[config.mk]
export PLATFORM = sky130hd
export DESIGN_NAME = uart_rx_ctrl
export DESIGN_NICKNAME = d
export VERILOG_FILES = /design/src/rtl/uart_rx_ctrl.sv
export SDC_FILE = /design/constraint.sdc
export NUM_CORES = 1
export LEC_CHECK = 0
export ABC_AREA = 1
export BUFFER_PORTS_ARGS = -buffer_cell sky130_fd_sc_hd__buf_2
export CAP_MARGIN = 20
export CORE_MARGIN = 4
export CORE_UTILIZATION = 60
export CTS_BUF_LIST = sky130_fd_sc_hd__clkbuf_8
export DETAILED_ROUTE_END_ITERATION = 6
export PLACE_DENSITY = 0.95
export SYNTH_ARGS = -nofsm -noshare
export SYNTH_HDL_FRONTEND = slang
export SYNTH_SLANG_ARGS = --single-unit
[constraint.sdc]
create_clock -name clk -period 3.1 [get_ports clk]
set_input_delay 0.155 -clock clk [delete_from_list [all_inputs] [get_ports clk]]
set_output_delay 0.155 -clock clk [all_outputs]
set_load 0.01 [all_outputs]
[src/rtl/uart_rx_ctrl.sv]
`default_nettype none
// +--------------------------------------------------------------------------+
// | uart_rx_ctrl: UART RX frame controller driving a majority-vote sampler.  |
// | Rev 1.0                                                                  |
// +--------------------------------------------------------------------------+
module uart_rx_ctrl #(
  parameter int DATA_WIDTH = 8
) (
  input  logic                  clk,
  input  logic                  reset_n,
  input  logic                  rx_in,
  input  logic [4:0]            prescale_in,
  input  logic                  par_en_in,
  input  logic                  par_typ_in,
  input  logic                  sampled_bit_in,
  output logic [4:0]            edge_cnt_out,
  output logic                  data_sample_en_out,
  output logic [DATA_WIDTH-1:0] data_out,
  output logic                  data_valid_out,
  output logic                  par_err_out,
  output logic                  stp_err_out,
  output logic                  busy_out
);

  localparam int BCW = (DATA_WIDTH > 1) ? $clog2(DATA_WIDTH) : 1;

  typedef enum logic [2:0] {
    S_IDLE   = 3'd0,
    S_START  = 3'd1,
    S_DATA   = 3'd2,
    S_PARITY = 3'd3,
    S_STOP   = 3'd4
  } state_t;

  state_t                state_q, state_d;
  logic [4:0]            edge_cnt_q, edge_cnt_d;
  logic [BCW-1:0]        bit_cnt_q, bit_cnt_d;
  logic [DATA_WIDTH-1:0] shift_q, shift_d;
  logic [DATA_WIDTH-1:0] data_q, data_d;
  logic                  par_fail_q, par_fail_d;
  logic                  valid_q, valid_d;
  logic                  par_err_q, par_err_d;
  logic                  stp_err_q, stp_err_d;
  logic                  last_edge;

  assign last_edge = (edge_cnt_q == (prescale_in - 5'd1));

  always_ff @(posedge clk or negedge reset_n) begin
    if (!reset_n) begin
      state_q    <= S_IDLE;
      edge_cnt_q <= 5'd0;
      bit_cnt_q  <= '0;
      shift_q    <= '0;
      data_q     <= '0;
      par_fail_q <= 1'b0;
      valid_q    <= 1'b0;
      par_err_q  <= 1'b0;
      stp_err_q  <= 1'b0;
    end else begin
      state_q    <= state_d;
      edge_cnt_q <= edge_cnt_d;
      bit_cnt_q  <= bit_cnt_d;
      shift_q    <= shift_d;
      data_q     <= data_d;
      par_fail_q <= par_fail_d;
      valid_q    <= valid_d;
      par_err_q  <= par_err_d;
      stp_err_q  <= stp_err_d;
    end
  end

  always_comb begin
    state_d    = state_q;
    edge_cnt_d = last_edge ? 5'd0 : (edge_cnt_q + 5'd1);
    bit_cnt_d  = bit_cnt_q;
    shift_d    = shift_q;
    data_d     = data_q;
    par_fail_d = par_fail_q;
    valid_d    = 1'b0;
    par_err_d  = 1'b0;
    stp_err_d  = 1'b0;

    case (state_q)
      S_IDLE: begin
        edge_cnt_d = 5'd0;
        // The detection cycle is edge 0 of the start bit.
        if (!rx_in) begin
          state_d    = S_START;
          edge_cnt_d = 5'd1;
          par_fail_d = 1'b0;
        end
      end
      S_START: begin
        if (last_edge) begin
          if (sampled_bit_in) begin
            state_d = S_IDLE;
          end else begin
            state_d   = S_DATA;
            bit_cnt_d = '0;
          end
        end
      end
      S_DATA: begin
        if (last_edge) begin
          shift_d                 = shift_q >> 1;
          shift_d[DATA_WIDTH-1]   = sampled_bit_in;
          bit_cnt_d               = bit_cnt_q + BCW'(1);
          if (bit_cnt_q == BCW'(DATA_WIDTH - 1)) begin
            state_d = par_en_in ? S_PARITY : S_STOP;
          end
        end
      end
      S_PARITY: begin
        if (last_edge) begin
          par_fail_d = (sampled_bit_in != ((^shift_q) ^ par_typ_in));
          state_d    = S_STOP;
        end
      end
      S_STOP: begin
        if (last_edge) begin
          state_d = S_IDLE;
          if (!par_fail_q && sampled_bit_in) begin
            valid_d = 1'b1;
            data_d  = shift_q;
          end else begin
            par_err_d = par_fail_q;
            stp_err_d = ~sampled_bit_in;
          end
        end
      end
      default: begin
        state_d    = S_IDLE;
        edge_cnt_d = 5'd0;
      end
    endcase
  end

  assign edge_cnt_out       = edge_cnt_q;
  assign data_sample_en_out = (state_q != S_IDLE);
  assign busy_out           = (state_q != S_IDLE);
  assign data_out           = data_q;
  assign data_valid_out     = valid_q;
  assign par_err_out        = par_err_q;
  assign stp_err_out        = stp_err_q;

endmodule
`default_nettype wire

==> metrics.txt <==
status completed; antenna cells 0; WL final 3440 um; warnings from Yosys 0; most frequent cells in the layout nand2_1 (73), inv_1 (33), dfrtp_1 (31); routed length per instance 12.0 um; layout cells sized above 1 0.238; first-pass GRT wire length 6200 um; top fanout value on the critical path 19; H-tree depth 2; CP required 3270 ps; Sw Ratio 0.404; Switch Pwr 0.789 mW; std cell rows 19; worst clock skew 4.40 ps; final hold vios 0; Sink Count 31; area of the multi-input gates 822 um^2; maximum vdd ir drop 0.816 mV; total negative slack 0 ps; die area 3880 um^2; Die X 62.3 um; register bit total from synthesis 31; P&R area growth vs syn 16.3%; FMAX 0.607 GHz; Leak 1.18 nW; Clock Latency Late Sink 280 ps; DR iter-0 viols 45; maxcap violations 0; Initial Util 0.636; Tot GR Track Use 0.194; fin crit share 0.531; CTS Root Cell clkbuf_8; Max-slew headroom 0.560; largest net degree at the start of global routing 32; final setup violation count 0; Seq/Total Area, Yosys 0.438; initial antenna violation count 0; Hold Crit Class primary input to flop; post-synth top area share 0.438; grt ovf 0; RSZ-0062 raised after global routing no; gpl congestion 0.796; post-synth cell types 29; DR pass1 iterations 4; Max stage delay cell, worst path dfrtp_1; CTS buffer count 5; dpl cells 278; Pins Over Slew Limit 0; synth top area cells dfrtp_1 (44%), nand2_1 (15%), inv_1 (6.8%); Clock Tree Buf Depth 2; Antenna Nets Post-Route 0; combinational power share 0.425; clock power share 0.236; vias in the first global route 1551; Crit path buffers/inverters 1; Yosys top cell by area dfrtp_1; critical path launch point type flop; measured slew at the worst slew-check pin 660 ps; I/O pins 29; Storage cell area 776 um^2; cell mode on critical path nand2_1; Mapped Cells 222; critical path endpoint category flop; Synth Cell Area 1770 um^2; mean post-synth cell area 7.97 um^2; Via density 5.17; critical setup path kind flop to flop; crit path cell chain inv_1 -> nand2_1 -> nand2_1 -> nor2_2 -> nand2_2 -> nor2_4 -> nand2_4 -> nor2_8 -> nand2_1 -> o21a_1; min cycle time layout 1650 ps; # DRC 0; Post-Layout Cell Count 287; Die Span Y 62.3 um; Worst Path Arrival 1820 ps; Cell Int Power 1.16 mW; CTS tree yes; syn nets 237; CP max stage delay 480 ps; # fillers 199; most common cell after layout, fill and taps aside nand2_1; Pwr Density 948 nW/um^2; Clock Pin Slew Worst Setup and Hold Paths 60 ps; Crit path max-delay family simple AND/OR/NAND/NOR gates; Core ar. 2780 um^2; part of the power in registers 0.339; DPL Wire Length 2440 um; nets 270; port bufs 28; via count 1483
==> power by group through the flow <==
stage	sequential, mW	clock, mW	combinational, mW
after global routing	0.679	0.488	0.952
after CTS	0.659	0.472	0.833
after floorplan	0.661	0	0.618
after global placement	0.651	0	0.779
after detailed placement	0.660	0	0.819
final	0.661	0.461	0.829
==> synth_stat cells (all sizes together) <==
cell type / number
nand3b: 1
xor2: 4
nand4: 3
a21oi: 1
dfrtp: 31
or2: 2
xnor2: 6
nand2: 82
buf: 3
o21a: 1
o22ai: 1
nor2: 18
nor3: 4
ha: 4
o21ai: 18
inv: 36
nand3: 7
==> state kept, by name (all words and copies together) (netlist names) <==
register,count
stp_err_out,1
shift_q,8
par_err_out,1
data_valid_out,1
par_fail_q,1
data_out,8
bit_cnt_q,3
edge_cnt_out,5
state_q,3
==> worst register-to-register path: cells and delay by family (launching register included) <==
kind | cells | cell delay (ps)
AND/OR/NAND/NOR | 8 | 870
AO/OA/AOI/OAI | 1 | 110
buffers and inverters | 1 | 80
flip-flops | 1 | 480
==> kinds of logic after synthesis <==
family | synth area share
AO/OA/AOI/OAI | 0.0764
XOR/XNOR | 0.0495
adder cells (fa/ha/maj) | 0.0283
buffers and inverters | 0.0969
flip-flops | 0.438
AND/OR/NAND/NOR | 0.310
==> through the flow <==
stage               setup WS [ps]  area (um^2)   util  power (mW)  hold slack (ps)
detailed placement           1440         1910  0.688        1.48              224
finish                       1450         2060  0.740        1.95              118
global placement             1500         1910  0.688        1.43              222
CTS                          1470         2060  0.740        1.96              106
global route                 1320         2060  0.740        2.12              108
floorplan                    1650         1770      -        1.28             -141
==> final timing paths <==
check	depth (start not counted)	to	from	slack (ps)
setup / recovery	10	shift_q[1]	edge_cnt_out[0]	1450
hold / removal	2	stp_err_out	sampled_bit_in	120
setup reg to reg	10	shift_q[1]	edge_cnt_out[0]	1450
hold reg to reg	2	data_out[0]	data_out[0]	480
max in group asynchronous	2	edge_cnt_out[4]	reset_n	2220
min in group asynchronous	2	data_out[3]	reset_n	460
==> final cells by class <==
type                       instances  share of cell area
multi-input combinational        152               0.400
sequential                        31               0.377
timing repair buffer              29              0.0730
inverter                          36              0.0669
clock buffer                       5              0.0335
clock inverter                     3              0.0310
tap                               31              0.0189
==> per-layer routing <==
layer  track usage  up-vias  routed length [um]
li1              -      746                   -
met5             0        -                   0
met2         0.330       31                1740
met3        0.0468       12                 159
met1         0.221      694                1440
met4         0.106        0                  99
==> what timing repair did <==
| item | in CTS | in global routing |
|---|---|---|
| hold buffers | 1 | 0 |
| setup buffers | 0 | 0 |
| gates resized for setup | 0 | 0 |
| endpoints found under the hold margin | 31 | 0 |
No activity file was read; power rests on OpenSTA's default activity.
